`src/rtl/fetch_pkg.sv`:
```
// Shared types and constants for the instruction-fetch stage.
package fetch_pkg;

  typedef enum logic {
    RUN   = 1'b0,
    FAULT = 1'b1
  } fetchState_t;

  localparam int unsigned INSTR_BYTES       = 4;
  localparam logic [31:0] DEFAULT_RESET_PC  = 32'h0000_0000;
  localparam int unsigned DEFAULT_MEM_BYTES = 256;

  localparam int unsigned JT_HI_W  = 4;
  localparam int unsigned JT_IDX_W = 26;
  localparam int unsigned JT_LO_W  = 2;

  // J-type target: upper bits of the jump's own PC+4, the index, then word alignment.
  function automatic logic [31:0] jumpTargetOf(input logic [31:0] basePcPlus4,
                                               input logic [JT_IDX_W-1:0] index);
    return {basePcPlus4[31:32-JT_HI_W], index, {JT_LO_W{1'b0}}};
  endfunction

endpackage

```
`src/rtl/next_pc_select.sv`:
```
// Combinational next-PC priority mux (branch > jump > hold > +4) and fetch-address check.
module next_pc_select
  import fetch_pkg::*;
#(
  parameter int unsigned MEM_BYTES = DEFAULT_MEM_BYTES
) (
  input  logic [31:0]         pc,
  input  logic [31:0]         ifidPcPlus4,
  input  logic                branchTaken,
  input  logic [31:0]         branchTarget,
  input  logic                jump,
  input  logic [JT_IDX_W-1:0] jumpIndex,
  input  logic                stall,
  output logic [31:0]         nextPc,
  output logic [31:0]         pcPlus4,
  output logic                pcBad,
  output logic                redirect
);

  localparam logic [31:0] MAX_FETCH = 32'(MEM_BYTES - INSTR_BYTES);

  always_comb begin
    pcPlus4  = pc + 32'(INSTR_BYTES);
    pcBad    = (pc[1:0] != 2'b00) || (pc > MAX_FETCH);
    redirect = branchTaken || jump;
    if (branchTaken)
      nextPc = branchTarget;
    else if (jump)
      nextPc = jumpTargetOf(ifidPcPlus4, jumpIndex);
    else if (pcBad || stall)
      nextPc = pc;
    else
      nextPc = pcPlus4;
  end

endmodule

```
`src/rtl/pc_fetch_stage.sv`:
```
// Instruction-fetch stage: PC register, RUN/FAULT control and the IF/ID pipeline register.
module pc_fetch_stage
  import fetch_pkg::*;
#(
  parameter logic [31:0] RESET_PC  = DEFAULT_RESET_PC,
  parameter int unsigned MEM_BYTES = DEFAULT_MEM_BYTES
) (
  input  logic        clk,
  input  logic        rst_n,
  output logic [31:0] pcOut,
  input  logic [31:0] instrIn,
  input  logic        stall,
  input  logic        flush,
  input  logic        branchTaken,
  input  logic [31:0] branchTarget,
  input  logic        jump,
  input  logic [25:0] jumpIndex,
  output logic [31:0] ifidInstr,
  output logic [31:0] ifidPcPlus4,
  output logic        ifidValid,
  output logic        fault
);

  fetchState_t state;
  logic [31:0] nextPc;
  logic [31:0] pcPlus4;
  logic        pcBad;
  logic        redirect;

  next_pc_select #(
    .MEM_BYTES(MEM_BYTES)
  ) uSel (
    .pc          (pcOut),
    .ifidPcPlus4 (ifidPcPlus4),
    .branchTaken (branchTaken),
    .branchTarget(branchTarget),
    .jump        (jump),
    .jumpIndex   (jumpIndex),
    .stall       (stall),
    .nextPc      (nextPc),
    .pcPlus4     (pcPlus4),
    .pcBad       (pcBad),
    .redirect    (redirect)
  );

  // The mux already resolves the PC for every RUN case; here only IF/ID and the state vary.
  always_ff @(posedge clk or negedge rst_n) begin
    if (!rst_n) begin
      state       <= RUN;
      pcOut       <= RESET_PC;
      ifidInstr   <= '0;
      ifidPcPlus4 <= '0;
      ifidValid   <= 1'b0;
      fault       <= 1'b0;
    end else begin
      case (state)
        RUN: begin
          pcOut <= nextPc;
          if (redirect || (!redirect && pcBad) || flush) begin
            ifidInstr   <= '0;
            ifidPcPlus4 <= '0;
            ifidValid   <= 1'b0;
            if (!redirect && pcBad) begin
              state <= FAULT;
              fault <= 1'b1;
            end
          end else if (!stall) begin
            ifidInstr   <= instrIn;
            ifidPcPlus4 <= pcPlus4;
            ifidValid   <= 1'b1;
          end
        end
        FAULT: begin
          state <= FAULT;
        end
        default: state <= FAULT;
      endcase
    end
  end

endmodule

```
`config.mk`:
```
export PLATFORM = sky130hd
export DESIGN_NAME = pc_fetch_stage
export DESIGN_NICKNAME = d
export VERILOG_FILES = /design/src/rtl/fetch_pkg.sv /design/src/rtl/next_pc_select.sv /design/src/rtl/pc_fetch_stage.sv
export SDC_FILE = /design/constraint.sdc
export NUM_CORES = 1
export LEC_CHECK = 0
export CORE_ASPECT_RATIO = 0.75
export CORE_UTILIZATION = 30
export CTS_CLUSTER_DIAMETER = 40
export DETAILED_ROUTE_END_ITERATION = 7
export GPL_ROUTABILITY_DRIVEN = 0
export GPL_TIMING_DRIVEN = 0
export MAX_ROUTING_LAYER = met4
export PLACE_DENSITY_LB_ADDON = 0.3
export SKIP_LAST_GASP = 1
export SYNTH_ARGS = -nofsm -noshare
export SYNTH_HDL_FRONTEND = slang
export SYNTH_SLANG_ARGS = --single-unit
export TNS_END_PERCENT = 5
```
`constraint.sdc`:
```
create_clock -name clk -period 2.1 [get_ports clk]
set_input_delay 0.42 -clock clk [delete_from_list [all_inputs] [get_ports clk]]
set_output_delay 0.42 -clock clk [all_outputs]
set_load 0.05 [all_outputs]
```
## Word-level counts from Yosys, hierarchy flattened

Index checks and enable logic that the tools add are counted.

| word-level totals | value |
|---|---|
| flip-flop bits (word level) | 99 |
| input port bits | 96 |
| output and inout port bits | 98 |
| logic and storage cells | 34 |

| operators by class | value |
|---|---|
| $add $sub $neg | 1 |
| $lt $le $gt $ge | 1 |
| eq/ne operators | 2 |
| muxes and demuxes | 12 |
| bitwise operators | 1 |
| reductions and logical operators | 11 |

Operators with widths:

| kind | count |
|---|---|
| $mux W32 | 7 |
| $add A32 B3 Y32 const B | 1 |
| $gt A32 B8 Y1 const B | 1 |
| $logic_or A1 B1 Y1 | 5 |
| $mux W1 | 4 |
| $reduce_and A2 Y1 | 2 |
| $ne A3 B3 Y1 const B | 1 |
| $reduce_and A3 Y1 | 1 |
| $ne A2 B1 Y1 const B | 1 |
| $pmux W1 S2 | 1 |
| $reduce_bool A2 Y1 | 1 |
| $logic_and A1 B1 Y1 | 1 |
| $logic_not A1 Y1 | 1 |
| $not A1 Y1 | 1 |

## Logic depth before layout (Yosys ltp)

Gate-level depths: netlist (run 1).

| depth | value |
|---|---|
| depth in word-level cells | 7 |
| mapped depth | 8 |
| depth with buffers taken out | 6 |

## Modules after synthesis

Synthesis (run 1) repeated with hierarchy kept, for this count alone.

| second synthesis, totals | value |
|---|---|
| cell total of the unflattened synthesis | 532 |
| area total of the unflattened synthesis | 5836.8 um^2 |

Modules (own cells, without submodules):

| module | instances | cells each | area an instance (um^2) | seq. area each (um^2) |
|---|---|---|---|---|
| pc_fetch_stage | 1 | 322 | 4316.6 | 2477.4 |
| next_pc_select | 1 | 210 | 1520.2 | 0.0 |

## Worst setup path after synthesis (run 1)

No wires, ideal clock.

| timing | value |
|---|---|
| kind | register -> register |
| from | register pcOut[27] |
| to | register pcOut[17] |
| setup time | 127 ps |
| arrival | 2273 ps |
| data required time | 1973 ps |
| path slack | -300 ps |
| cell stages (with the launch flop) | 7 |
| buffers on the path | 1 |
| clock period less this slack | 2400 ps |
| path through | dfrtp_1 > or4_1 > or3_1 > o31a_1 > clkbuf_1 > a221oi_1 > nor2_1 |

| between the ends | value |
|---|---|
| cells in the longest elaborated chain, start to end | 5 |

RTL lines:

| element | line | text |
|---|---|---|
| start: declaration | pc_fetch_stage.sv:10 | `output logic [31:0] pcOut,` |
| start signal: assignment | pc_fetch_stage.sv:58 | `pcOut <= nextPc;` |
| $gt A32 B8 Y1 | next_pc_select.sv:24 | `pcBad = (pc[1:0] != 2'b00) \|\| (pc > MAX_FETCH);` |
| $logic_or A1 B1 Y1 | next_pc_select.sv:24 |  |
| $logic_or A1 B1 Y1 | next_pc_select.sv:30 | `else if (pcBad \|\| stall)` |
| $ne A3 B3 Y1 (no source line) | -- |  |
| $reduce_and A2 Y1 (no source line) | -- |  |

No other way between the ends.
A chain may end at the register's enable or synchronous reset.

## Worst setup path in the final report (run 1)

| timing | value |
|---|---|
| from | register pcOut[30] |
| to | register pcOut[10] |

Same word-level chain as after synthesis.

==> results of run 1 <==
==> layer usage <==
layer,wire [um],share of wire
met1,7490,0.46
met2,7160,0.44
met3,1330,0.082
met4,298,0.018
met5,0,0
==> cells by family (layout without fill, tap and decap cells) <==
family,Yosys count,after routing
buf+inv,53,279
compound gates,145,145
simple gates,135,135
fa+ha+maj,1,1
xor+xnor,13,13
flops,99,99
mux,6,6
==> through the flow <==
| stage | setup WS [ps] | power (mW) |
|---|---|---|
| 5_1_grt | -207 | 6.41 |
| 3_5_place_dp | -875 | 4.39 |
| 3_3_place_gp | -3480 | 4.35 |
| 2_1_floorplan | -170 | 3.54 |
| 4_1_cts | -164 | 6.08 |
| 6_report | -139 | 6.14 |
==> Yosys cell counts (all sizes together), types with 3 or more instances <==
master   n  area [um^2]
mux2i    6         60.1
nand2b   7         43.8
inv     20         75.1
nand4    8         50.1
nor2    33          124
o211ai   5         37.5
a21oi   46          230
o311ai   3         26.3
a21o     3         22.5
xnor2    3         26.3
nor4     9         62.6
a22o    43          377
nand2   19         71.3
buf     16          114
a22oi    5         37.5
nor2b    3         18.8
nor3     7         40.0
clkbuf  17         63.8
dfrtp   99         2480
nand3   12         60.1
and3     4         25.0
and2    25          156
o21ai   19         95.1
xor2    10         87.6
a221oi   5         43.8
==> timing repair <==
item                       in CTS  in global routing
pin swaps                       5                  5
setup endpoints to repair     100                112
buffers inserted                9                  6
cloned                          2                  0
gates resized for setup        22                 10
==> final timing paths <==
kind | to | cells after the start | slack, ps
max | pcOut[10] | 7 | -140
min | pcOut[16] | 1 | 60
max reg2reg | pcOut[10] | 7 | -140
min reg2reg | ifidPcPlus4[11] | 1 | 480
max in group asynchronous | pcOut[4] | 2 | 1340
min in group clk | ifidPcPlus4[11] | 1 | 480
==> area by class of cell <==
cell class | count | area [um^2] | share of cell area
Sequential cell | 99 | 2490 | 0.333
Timing Repair Buffer | 211 | 2110 | 0.282
Multi-Input combinational cell | 300 | 2050 | 0.274
Tap cell | 205 | 256 | 0.0343
Clock buffer | 9 | 225 | 0.0301
Buffer | 32 | 211 | 0.0283
Inverter | 20 | 75.1 | 0.0100
Clock inverter | 7 | 60.1 | 0.00803
==> placed cells by master (no fill, tap or decap), types with 8 or more instances in the layout <==
cell             instances
a21oi_1                 45
a22o_1                  43
and2_1                  25
buf_4                   18
clkbuf_1                 8
clkbuf_16                9
clkdlybuf4s50_1        192
dfrtp_1                 85
dfrtp_2                 14
inv_1                   20
nand2_1                 18
nand3_1                 12
nand4_1                  8
nor2_1                  33
o21ai_0                 19
xor2_1                  10
==> power by group through the flow <==
stage / combinational, mW / clock [mW] / sequential [mW]
after floorplan: 0.538 / 0 / 3.00
after global placement: 1.93 / 0 / 2.43
after detailed placement: 1.96 / 0 / 2.43
after CTS: 1.99 / 1.68 / 2.41
after global routing: 2.19 / 1.76 / 2.46
final: 2.07 / 1.64 / 2.43
==> registers in the layout (all words and copies together) (netlist names) <==
register     cells
fault            1
ifidValid        1
pcOut           32
ifidInstr       32
state            1
ifidPcPlus4     32
==> flow_summary.ini, run 1 <==
[run_status]
outcome = complete, but fails checks
violations = negative setup slack

[final_layout]
layout-drive-gt1-share = 0.136
antenna_cells = 0
design_area_mm2 = 0.00748
post-route-util = 0.492
fillers = 1380
final_nets = 770
area_growth_pct = 60.6
instances_no_fill = 883

[route]
firstDrtPassIters = 5
vias = 4618
drc = 0
postRouteAntennaNets = 0
vias_per_cell = 5.23
wl_per_cell_um = 18.4
wl_um = 16300
drtIter0Drc = 416

[placed_design]
place_inst = 851
portBuffers = 193
hpwlAfterDp_um = 11600
dpl_cell_area_mm2 = 0.00692

[global_route]
grt_pass1_wl_um = 24700
grt_most_used_layer = met2
grt_max_degree = 56
use_met3 = 0.0531
grt_pass1_vias = 4383
antenna_found_initial = 0
grt_use_met2 = 0.293
overflow = 0
use_met1 = 0.290
track_usage = 0.208

[clock_tree]
postCtsHoldBufs = 0
root_buffer = clkbuf_16
clk_latency_ps = 360
cts_buffers = 9
clk_path_buf_depth = 2
clk_pin_slew_ps = 80
htreeDepth = 3
tritoncts = yes
clock_sinks = 99

[synth]
ys_warn_count = 0
ys_types = 50
synth_async_sr_flop_share = 1.00
ys_seq_area_frac = 0.532
yosys.area_share.simple = 0.154
syn-num-nets = 549
synth-edff-count = 0
ys_seq_elements = 99
synth_top_family_by_area = compound AO/OA/AOI/OAI gates
synthFlopType = dfrtp_1
synth_compound_area_frac = 0.220
synth_cells = 452
synthAdderAreaFrac = 0.00268
synthMuxAreaShare = 0.0129
syn_area_per_cell_um2 = 10.3
synth_area_mm2 = 0.00466
synth-xor-area-share = 0.0244

[sta]
fmax_mhz = 447
fin_crit_sh = 1.07
period_minus_slack_ps = 2240
setup_ws_ps = -139
setup_tns_ps = -8980
rsz0062_at_grt = true
skew_ps = 10.6
maxSlewViolCount = 0
setup_viol = 101
hold_viol = 0
hold_ws_ps = 56.7
tightest_slew_ps = 679
slew_headroom = 0.547

[setup_path]
startpoint_type = flip-flop
crit_arrival_ps = 2520
crit_path_end_kind = flip-flop
crit_chain = or4_4 > or3_4 > o31ai_4 > buf_6 > bufbuf_16 > nor2_1 > a21oi_1
cpMaxStageDelayCell = or4_4
cp-startpoint = pcOut[30]
path_delay_family = simple AND/OR/NAND/NOR gates
critPathMaxStageDelay_ps = 540
r2r_start = pcOut[30]
critical_path_class = flip-flop to flip-flop
crit_fanout = 5
critPathRequiredTime_ps = 2380
crit_buf_inv = 2

[floorplanning]
die_height_um = 110
dieWidth_um = 146
core-area_mm2 = 0.0152
num_io_pins = 194
rows = 39
start_util = 0.306
die_area_mm2 = 0.0160

[pwr]
clkPwrFrac = 0.266
internal_power_mw = 3.73
pwr_density_cell_mw_per_mm2 = 821
combPwrFrac = 0.338
vdd_drop_max_v = 0.000409
p_seq_frac = 0.396
leakagePower_nw = 3.21
power_switching_mw = 2.41
swShare = 0.393

[job]
maxCapViolations = 0

[hold_path]
holdCritPathClass = input port to asynchronous set/reset pin
(Power assumes the default switching activity.)
==> inputs of run 2 (changes only) <==
--- a/config.mk
+++ b/config.mk
@@ -9,10 +9,10 @@
 export CORE_UTILIZATION = 30
 export CTS_CLUSTER_DIAMETER = 40
 export DETAILED_ROUTE_END_ITERATION = 7
-export GPL_ROUTABILITY_DRIVEN = 0
 export GPL_TIMING_DRIVEN = 0
 export MAX_ROUTING_LAYER = met4
 export PLACE_DENSITY_LB_ADDON = 0.3
+export SETUP_SLACK_MARGIN = 0.5
 export SKIP_LAST_GASP = 1
 export SYNTH_ARGS = -nofsm -noshare
 export SYNTH_HDL_FRONTEND = slang
==> flow_summary.ini, run 2 (synthesis results as in run 1) <==
[pwr]
vdd_drop_max_v = 0.000388
pwr_density_cell_mw_per_mm2 = 853
finalPower_mw = 6.51
leakagePower_nw = 3.26

[final_layout]
layout-drive-gt1-share = 0.146
antenna_cells = 0
final_common_cell = clkdlybuf4s50_1
multi_input_area_mm2 = 0.00207
seqCellArea_mm2 = 0.00250
largestRegisters = ifidInstr (32), ifidPcPlus4 (32), pcOut (32)
fillers = 1373
area_growth_pct = 63.7
final_cell_mix = 191 x clkdlybuf4s50_1, 84 x dfrtp_1, 43 x a22o_1
final_nets = 772

[sta]
setup_viol = 70
fmax_mhz = 452
maxSlewViolCount = 0
slew_headroom = 0.567
skew_ps = 9.98
hold_ws_ps = 59.1
hold_viol = 0
fin_crit_sh = 1.05
setup_ws_ps = -115
period_minus_slack_ps = 2210
tightest_slew_ps = 650
rsz0062_at_grt = true

[clock_tree]
clk_pin_slew_ps = 70
root_buffer = clkbuf_16
cts_buffers = 9
postCtsHoldBufs = 0
tritoncts = yes
clock_sinks = 99
clk_latency_ps = 350
htreeDepth = 3
clk_path_buf_depth = 2

[floorplanning]
start_util = 0.306
die_height_um = 110
num_io_pins = 194
rows = 39
dieWidth_um = 146
core-area_mm2 = 0.0152
die_area_mm2 = 0.0160

[placed_design]
pre_cts_ws_ps = -841
gp_congestion = 0.907
portBuffers = 193
hpwlAfterDp_um = 11700

[job]
maxCapViolations = 0

[run_status]
outcome = complete, but fails checks
violations = negative setup slack

[setup_path]
crit_path_end_kind = flip-flop
crit_arrival_ps = 2450
critPathMaxStageDelay_ps = 550
crit_buf_inv = 1
critPathRequiredTime_ps = 2340
cpMaxStageDelayCell = or4_4
critical_path_class = flip-flop to flip-flop
crit_chain = or4_4 > or3_4 > o31a_1 > clkbuf_8 > a221oi_1 > nor2_1
startpoint_type = flip-flop
path_delay_family = simple AND/OR/NAND/NOR gates
crit_fanout = 10

[route]
postRouteAntennaNets = 0
wl_um = 16100
drtIter0Drc = 363
wl_per_cell_um = 18.2
drc = 0
firstDrtPassIters = 5
vias_per_cell = 5.25
vias = 4645

[global_route]
overflow = 0
grt_pass1_wl_um = 25000
grt_pass1_vias = 4589
grt_max_degree = 57
antenna_found_initial = 0
track_usage = 0.211

[hold_path]
holdCritPathClass = input port to asynchronous set/reset pin
## run 2: worst reg2reg max path: cells and delay by family, from the launching register on
family                 cells  cell delay (ps)
buffers and inverters      1              200
flip-flops                 1              410
AND/OR/NAND/NOR            3              980
AO/OA/AOI/OAI              2              530
## run 2: final timing paths
check                                from             end  slack, ps  cells after the start
max                             pcOut[30]       pcOut[31]       -110                      6
min                                 rst_n       pcOut[16]         60                      1
max reg2reg                     pcOut[30]       pcOut[31]       -110                      6
min reg2reg                ifidPcPlus4[9]  ifidPcPlus4[9]        480                      1
max in group asynchronous           rst_n   ifidInstr[25]       1340                      2
min in group clk           ifidPcPlus4[9]  ifidPcPlus4[9]        480                      1
## run 2: final cells by class
| cell class | count | share of cell area |
|---|---|---|
| buffer | 33 | 0.0330 |
| clock buffer | 10 | 0.0313 |
| clock inverter | 6 | 0.0146 |
| inverter | 20 | 0.00984 |
| multi-input combinational | 300 | 0.271 |
| sequential | 99 | 0.327 |
| tap | 205 | 0.0336 |
| timing repair buffer | 212 | 0.279 |
## run 2: timing repair
action / CTS / global route
gates resized for setup: 28 / 28
buffers inserted: 13 / 4
pin swaps: 7 / 4
endpoints found under the setup margin: 197 / 197
cloned: 1 / 0
## run 2: metal layers
layer | wire [um] | GRT usage
met1 | 7170 | 0.282
met4 | 401 | 0.0767
met3 | 1480 | 0.0598
met5 | 0 | -
met2 | 7040 | 0.302
## run 2: metrics by stage
stage | instances | util | TNS (ps) | area, um^2
5_1_grt | 885 | 0.501 | -10350 | 7630
4_1_cts | 881 | 0.493 | -4810 | 7500
3_5_place_dp | 851 | 0.454 | -36410 | 6920
2_1_floorplan | 452 | - | -11720 | 4700
3_3_place_gp | 850 | 0.453 | -347930 | 6890
6_report | 885 | 0.501 | -2380 | 7630
## run 2: where the power goes
part | internal, mW | total, mW | switching, mW
Sequential | 2.10 | 2.42 | 0.319
Combinational | 0.819 | 2.13 | 1.31
Clock | 1.20 | 1.96 | 0.757
Total | 4.12 | 6.51 | 2.39
==> RTL change 1 (flow settings as in run 1) <==
Put one more register stage on the output `fault`, with the module's reset. The value now appears one clock later. The other outputs are not delayed to match.
--- a/src/rtl/pc_fetch_stage.sv
+++ b/src/rtl/pc_fetch_stage.sv
@@ -20,6 +20,8 @@
   output logic        ifidValid,
   output logic        fault
 );
+
+  logic fault_s0;
 
   fetchState_t state;
   logic [31:0] nextPc;
@@ -51,7 +53,7 @@
       ifidInstr   <= '0;
       ifidPcPlus4 <= '0;
       ifidValid   <= 1'b0;
-      fault       <= 1'b0;
+      fault_s0    <= 1'b0;
     end else begin
       case (state)
         RUN: begin
@@ -62,7 +64,7 @@
             ifidValid   <= 1'b0;
             if (!redirect && pcBad) begin
               state <= FAULT;
-              fault <= 1'b1;
+              fault_s0 <= 1'b1;
             end
           end else if (!stall) begin
             ifidInstr   <= instrIn;
@@ -78,5 +80,13 @@
     end
   end
 
+  always_ff @(posedge clk or negedge rst_n) begin
+    if (!rst_n) begin
+      fault <= '0;
+    end else begin
+      fault <= fault_s0;
+    end
+  end
+
 endmodule
 
Function: changed (Yosys sat finds a counterexample within 4 cycles, from zero or initial values and one cycle with rst_n low).
==> RTL change 1 against run 1 <==
- the run still ends with negative setup slack left
- die area rose by 0.53%
- core utilization grew 0.27 points
- sequential cell count grew 1
- worst setup slack got worse by 0.028 ns
- clock skew rose by 0.0018 ns
- power rose by 1.7%
- wire length decreased by 1.6%
- sequential share of layout area increased by 0.15 points
- area after synthesis is 0.54% higher
- final area grew 0.55%
==> RTL change 1: results (changes against run 1) <==
| Metric | Value |
|---|---|
| Layout clock buffer count | `11 (+2)` |
| Power share of the sequential group | `39.4% (-0.2 points)` |
| #FFs+latches synth | `100 (+1.0%)` |
| Worst-Skew Late Latency | `0.34 ns (-0.02 ns)` |
| Layout Nets | `769 (-0.13%)` |
| Commonest cells post-synth | `100 x dfrtp_1, 46 x a21oi_1, 43 x a22o_1` |
| Result of the run | `finished with violations` |
| DR vias | `4579 (-0.84%)` |
| Largest net degree at the start of global routing | `69 (+23%)` |
| Post-synthesis sequential area ratio | `53.40% (+0.25 points)` |
| P_int | `0.003903 W (+4.7%)` |
| Sequential cell area share | `33.49% (+0.15 points)` |
| Initial DRC Count | `363 (-13%)` |
| Pleak | `3.218 nW (+0.36%)` |
| Proportion of layout cells with a drive suffix above 1 | `12.70% (-0.87 points)` |
| Placed inst area | `0.006940 mm² (+0.36%)` |
| Relative slew slack | `54.66% (-0.057 points)` |
| All-Layer GR Usage | `20.77% (-0.037 points)` |
| Logic gate share of total power | `33.7% (about the same)` |
| Net Sw Frac | `37.52% (-1.8 points)` |
| Setup ws final | `-0.1675 ns (-0.02848 ns)` |
| FF-to-FF End | `pcOut[13]$_DFFE_PN0P_` |
| Final Core Density | `49.42% (+0.27 points)` |
| Maximum VDD drop | `0.5408 mV (+32%)` |
| Buffer share of cell area | `30.96% (-0.10 points)` |
| Clk_skew | `0.01241 ns (+0.001770 ns)` |
| Worst-path fanout max | `7 (+2)` |
| Filler cell count in the final layout | `1391 (+0.80%)` |
| Post-detail-place hpwl | `11760 µm (+1.1%)` |
| CTS-repair resized insts | `32 (+45%)` |
| Avg Inst Size Synth | `10.34 µm² (+0.31%)` |
| Area occupied by multi-input gates | `0.002039 mm² (-0.37%)` |
| Setup WS pre-CTS | `-0.8450 ns (+0.02977 ns)` |
| Vias in the first global route | `4456 (+1.7%)` |
| Setup bufs post-CTS | `13 (+4)` |
| Failing checks | `negative setup slack` |
| # setup viols final | `103 (+2.0%)` |
| Clk tree area frac | `4.041% (+0.23 points)` |
| Largest cells by area after synthesis | `dfrtp_1 53%, a22o_1 8.0%, a21oi_1 4.9%` |
| Non-clock buffer count | `241 (-0.82%)` |
## RTL change 1: cell count changes in the layout (fill, tap and decap cells not counted), sizes merged
cell    change
inv         -3
bufinv      +1
dfrtp       +1
clkbuf      +1
buf         -1
## RTL change 1: routing by layer
layer	share of wire, %	wire [µm]	vias up	global-route usage, %
met5	0	0	-	-
met1	47	7555	2257	29.73
met4	1.2	186	0	5.060
met3	8.2	1314	15	4.527
li1	-	-	2073	-
met2	43	6968	234	29.66
## RTL change 1: per-stage QoR
stage          instances  hold WS [ns]
2_1_floorplan        453        0.1244
4_1_cts              880       0.04057
5_1_grt              882       0.06079
6_report             882       0.03554
3_5_place_dp         852        0.3735
3_3_place_gp         851        0.3710
## RTL change 1: cell families after synthesis
group | Yosys count | synth area share, %
AOI/OAI and AO/OA | 145 | 21.87
xor gates and xnor gates | 13 | 2.430
adders and majority gates | 1 | 0.2670
buffers and inverters | 53 | 5.394
DFF | 100 | 53.40
muxes | 6 | 1.282
and+or+nand+nor | 135 | 15.35
==> RTL change 2 (flow settings as in run 1) <==
Without the edit above. Register the input `branchTarget` before use, with the module's reset. The logic sees it one clock later. The other inputs are not delayed to match.
--- a/src/rtl/pc_fetch_stage.sv
+++ b/src/rtl/pc_fetch_stage.sv
@@ -21,6 +21,16 @@
   output logic        fault
 );
 
+  logic [31:0] branchTarget_q;
+
+  always_ff @(posedge clk or negedge rst_n) begin
+    if (!rst_n) begin
+      branchTarget_q <= '0;
+    end else begin
+      branchTarget_q <= branchTarget;
+    end
+  end
+
   fetchState_t state;
   logic [31:0] nextPc;
   logic [31:0] pcPlus4;
@@ -33,7 +43,7 @@
     .pc          (pcOut),
     .ifidPcPlus4 (ifidPcPlus4),
     .branchTaken (branchTaken),
-    .branchTarget(branchTarget),
+    .branchTarget(branchTarget_q),
     .jump        (jump),
     .jumpIndex   (jumpIndex),
     .stall       (stall),
Behaviour: not the same (Yosys sat finds a counterexample within 4 cycles, from zero or initial values and one cycle with rst_n low).
==> RTL change 2 against run 1 <==
- the run still ends with negative setup slack left
- critical path type unchanged
- global-route usage shrank 0.97 points
- worst setup slack worse by 0.050 ns
- sequential cell count up 32
- area after synthesis up 20%
- die area increased by 20%
- final area grew 17%
- non-clock buffer count fell by 8
- highest routed layer unchanged
- hold slack gained 0.38 ns
- wire length up 11%
- sequential share of layout area is 4.4 points higher
Power is not compared: it rests on default switching activity, and its combinational part moved more than twofold at a synthesized area within 25%.
==> RTL change 2: results (changes against run 1) <==
| Metric | Value |
|---|---|
| Hold Path Sink | `branchTarget_q[23]$_DFF_PN0_` |
| Reg clk slew, reported paths | `0.06 ns (-0.02 ns)` |
| Maximum VDD drop | `between 0.4 and 0.5 mV` |
| CTS Buffer Depth | `2 (unchanged)` |
| Placed inst area | `0.007914 mm² (+14%)` |
| DR vias | `4896 (+6.0%)` |
| H-tree lvl count | `4 (+1)` |
| Worst path top cell family by delay | `simple AND/OR/NAND/NOR gates` |
| All-Layer GR Usage | `19.83% (-0.97 points)` |
| Layout Nets | `796 (+3.4%)` |
| Clock Tree Root | `clkbuf_16` |
| Worst-Skew Late Latency | `0.42 ns (+0.06 ns)` |
| Final Non-Filler Cells | `955 (+8.2%)` |
| Worst-path fanout max | `8 (+3)` |
| Startpoint of the worst hold path | `branchTarget[23]` |
| Avg Inst Size Synth | `11.73 µm² (+14%)` |
| Dpl cells | `912 (+7.2%)` |
| Delay of the slowest cell on the worst path | `0.69 ns (+0.15 ns)` |
| Global-route met1 utilization | `26.85% (-2.1 points)` |
| Post-synthesis sequential area ratio | `58.57% (+5.4 points)` |
| R2R Path Start | `pcOut[4]$_DFFE_PN0P_` |
| Final setup TNS | `-3.850 ns (+5.133 ns)` |
| Final wirelength | `18140 µm (+11%)` |
| Min-delay worst type | `primary input to flop` |
| FF-to-FF End | `pcOut[27]$_DFFE_PN0P_` |
| Hold Path Cell Cnt | `1` |
| Result of the run | `finished with violations` |
| Max Slew Vio Count | `0 (unchanged)` |
| Synth warnings | `0 (unchanged)` |
| # setup viols final | `51 (-50%)` |
| Number of CTS-inserted buffers | `17 (+8)` |
| Largest net degree at the start of global routing | `90 (+61%)` |
| Failing checks | `negative setup slack` |
| Initial DRT Pass Iterations | `4 (-1)` |
| Synth Net Count | `574 (+4.6%)` |
| Clk_skew | `0.006768 ns (-0.003867 ns)` |
| Filler cell count in the final layout | `1639 (+19%)` |
| Initial antenna violation count | `0 (unchanged)` |
| Initial DRC Count | `329 (-21%)` |
| Met2 Resource Use GR | `27.65% (-1.6 points)` |
| Largest cells by area after synthesis | `dfrtp_1 59%, a22o_1 7.0%, and2_1 2.9%` |
| Critical path data arrival time | `2.58 ns (+0.06 ns)` |
| Worst R2R Path Depth | `5 (-2)` |
| Met3 Track Usage GR | `5.901% (+0.59 points)` |
| Commonest cells post-synth | `131 x dfrtp_1, 45 x a22o_1, 40 x nor2_1` |
| IO buf count | `192 (-0.52%)` |
| Global-route wire length before repair | `27950 µm (+13%)` |
| Worst hold margin | `0.4373 ns (+0.3806 ns)` |
| FFs w/ async S/R, synth | `100.0% (unchanged)` |
| Post-detail-place hpwl | `13050 µm (+12%)` |
| Relative slew slack | `49.59% (-5.1 points)` |
| Ys flop type | `dfrtp_1` |
| Setup ws final | `-0.1887 ns (-0.04974 ns)` |
| Synth cell types | `59 (+18%)` |
| Proportion of layout cells with a drive suffix above 1 | `15.45% (+1.9 points)` |
[RTL change 2: worst max path at each step]
stage                                from                    end  cells past startpoint  slack, ns
finish               pcOut[4]$_DFFE_PN0P_  pcOut[27]$_DFFE_PN0P_                      5      -0.19
global route        pcOut[12]$_DFFE_PN0P_  pcOut[23]$_DFFE_PN0P_                      6      -0.26
CTS                 pcOut[28]$_DFFE_PN0P_  pcOut[23]$_DFFE_PN0P_                      6      -0.18
detailed placement            branchTaken  pcOut[27]$_DFFE_PN0P_                      6      -0.74
global placement                    rst_n   pcOut[8]$_DFFE_PN0P_                      1      -4.93
floorplan            pcOut[8]$_DFFE_PN0P_  pcOut[20]$_DFFE_PN0P_                      7      -0.18
[RTL change 2: logic make-up after synthesis]
kind of cell             share of synthesized area (%)
AO/OA/AOI/OAI                                    19.83
adder cells (fa/ha/maj)                         0.2235
AND/OR/NAND/NOR                                  13.93
flip-flops                                       58.57
multiplexers                                     1.431
XOR/XNOR                                         1.721
buffers and inverters                            4.292
[RTL change 2: final cells by class]
| class | count | share of cell area (%) |
|---|---|---|
| diodes | 1 | 0.02861 |
| multi-input cells | 304 | 24.72 |
| repair buffers | 203 | 23.56 |
| clock inverters | 13 | 2.117 |
| well taps | 242 | 3.462 |
| inverters | 10 | 0.4720 |
| clock buffers | 19 | 4.949 |
| plain buffers | 32 | 2.975 |
| flip-flops and latches | 131 | 37.72 |
[RTL change 2: per-layer routing]
layer | wire [µm] | share of wire [%]
met4 | 377 | 2.1
met1 | 8314 | 46
met5 | 0 | 0
met2 | 7883 | 43
met3 | 1559 | 8.6
[RTL change 2: timing repair]
item | CTS | global route
hold buffers | 1 | 0
endpoints found under the hold margin | 42 | 0
endpoints found under the setup margin | 121 | 129
cloned | 0 | 1
pin swaps | 3 | 0
setup buffers | 6 | 2
gates resized for setup | 13 | 20
[RTL change 2: power groups by stage]
stage / Sequential [W] / Combinational [W] / Clock [W]
after floorplan: 0.00281 / 0.000173 / 0
after global placement: 0.00271 / 0.000650 / 0
after detailed placement: 0.00271 / 0.000663 / 0
after CTS: 0.00267 / 0.000675 / 0.00316
after global routing: 0.00268 / 0.000722 / 0.00327
final: 0.00268 / 0.000674 / 0.00309
[RTL change 2: metrics by stage]
step / power, W / setup WS [ns] / utilization [%]
6_report: 0.006441 / -0.1887 / 48.67
5_1_grt: 0.006672 / -0.2606 / 48.66
4_1_cts: 0.006511 / -0.1797 / 48.13
3_5_place_dp: 0.003376 / -0.7442 / 44.03
3_3_place_gp: 0.003363 / -4.927 / 43.87
2_1_floorplan: 0.002983 / -0.1829 / -
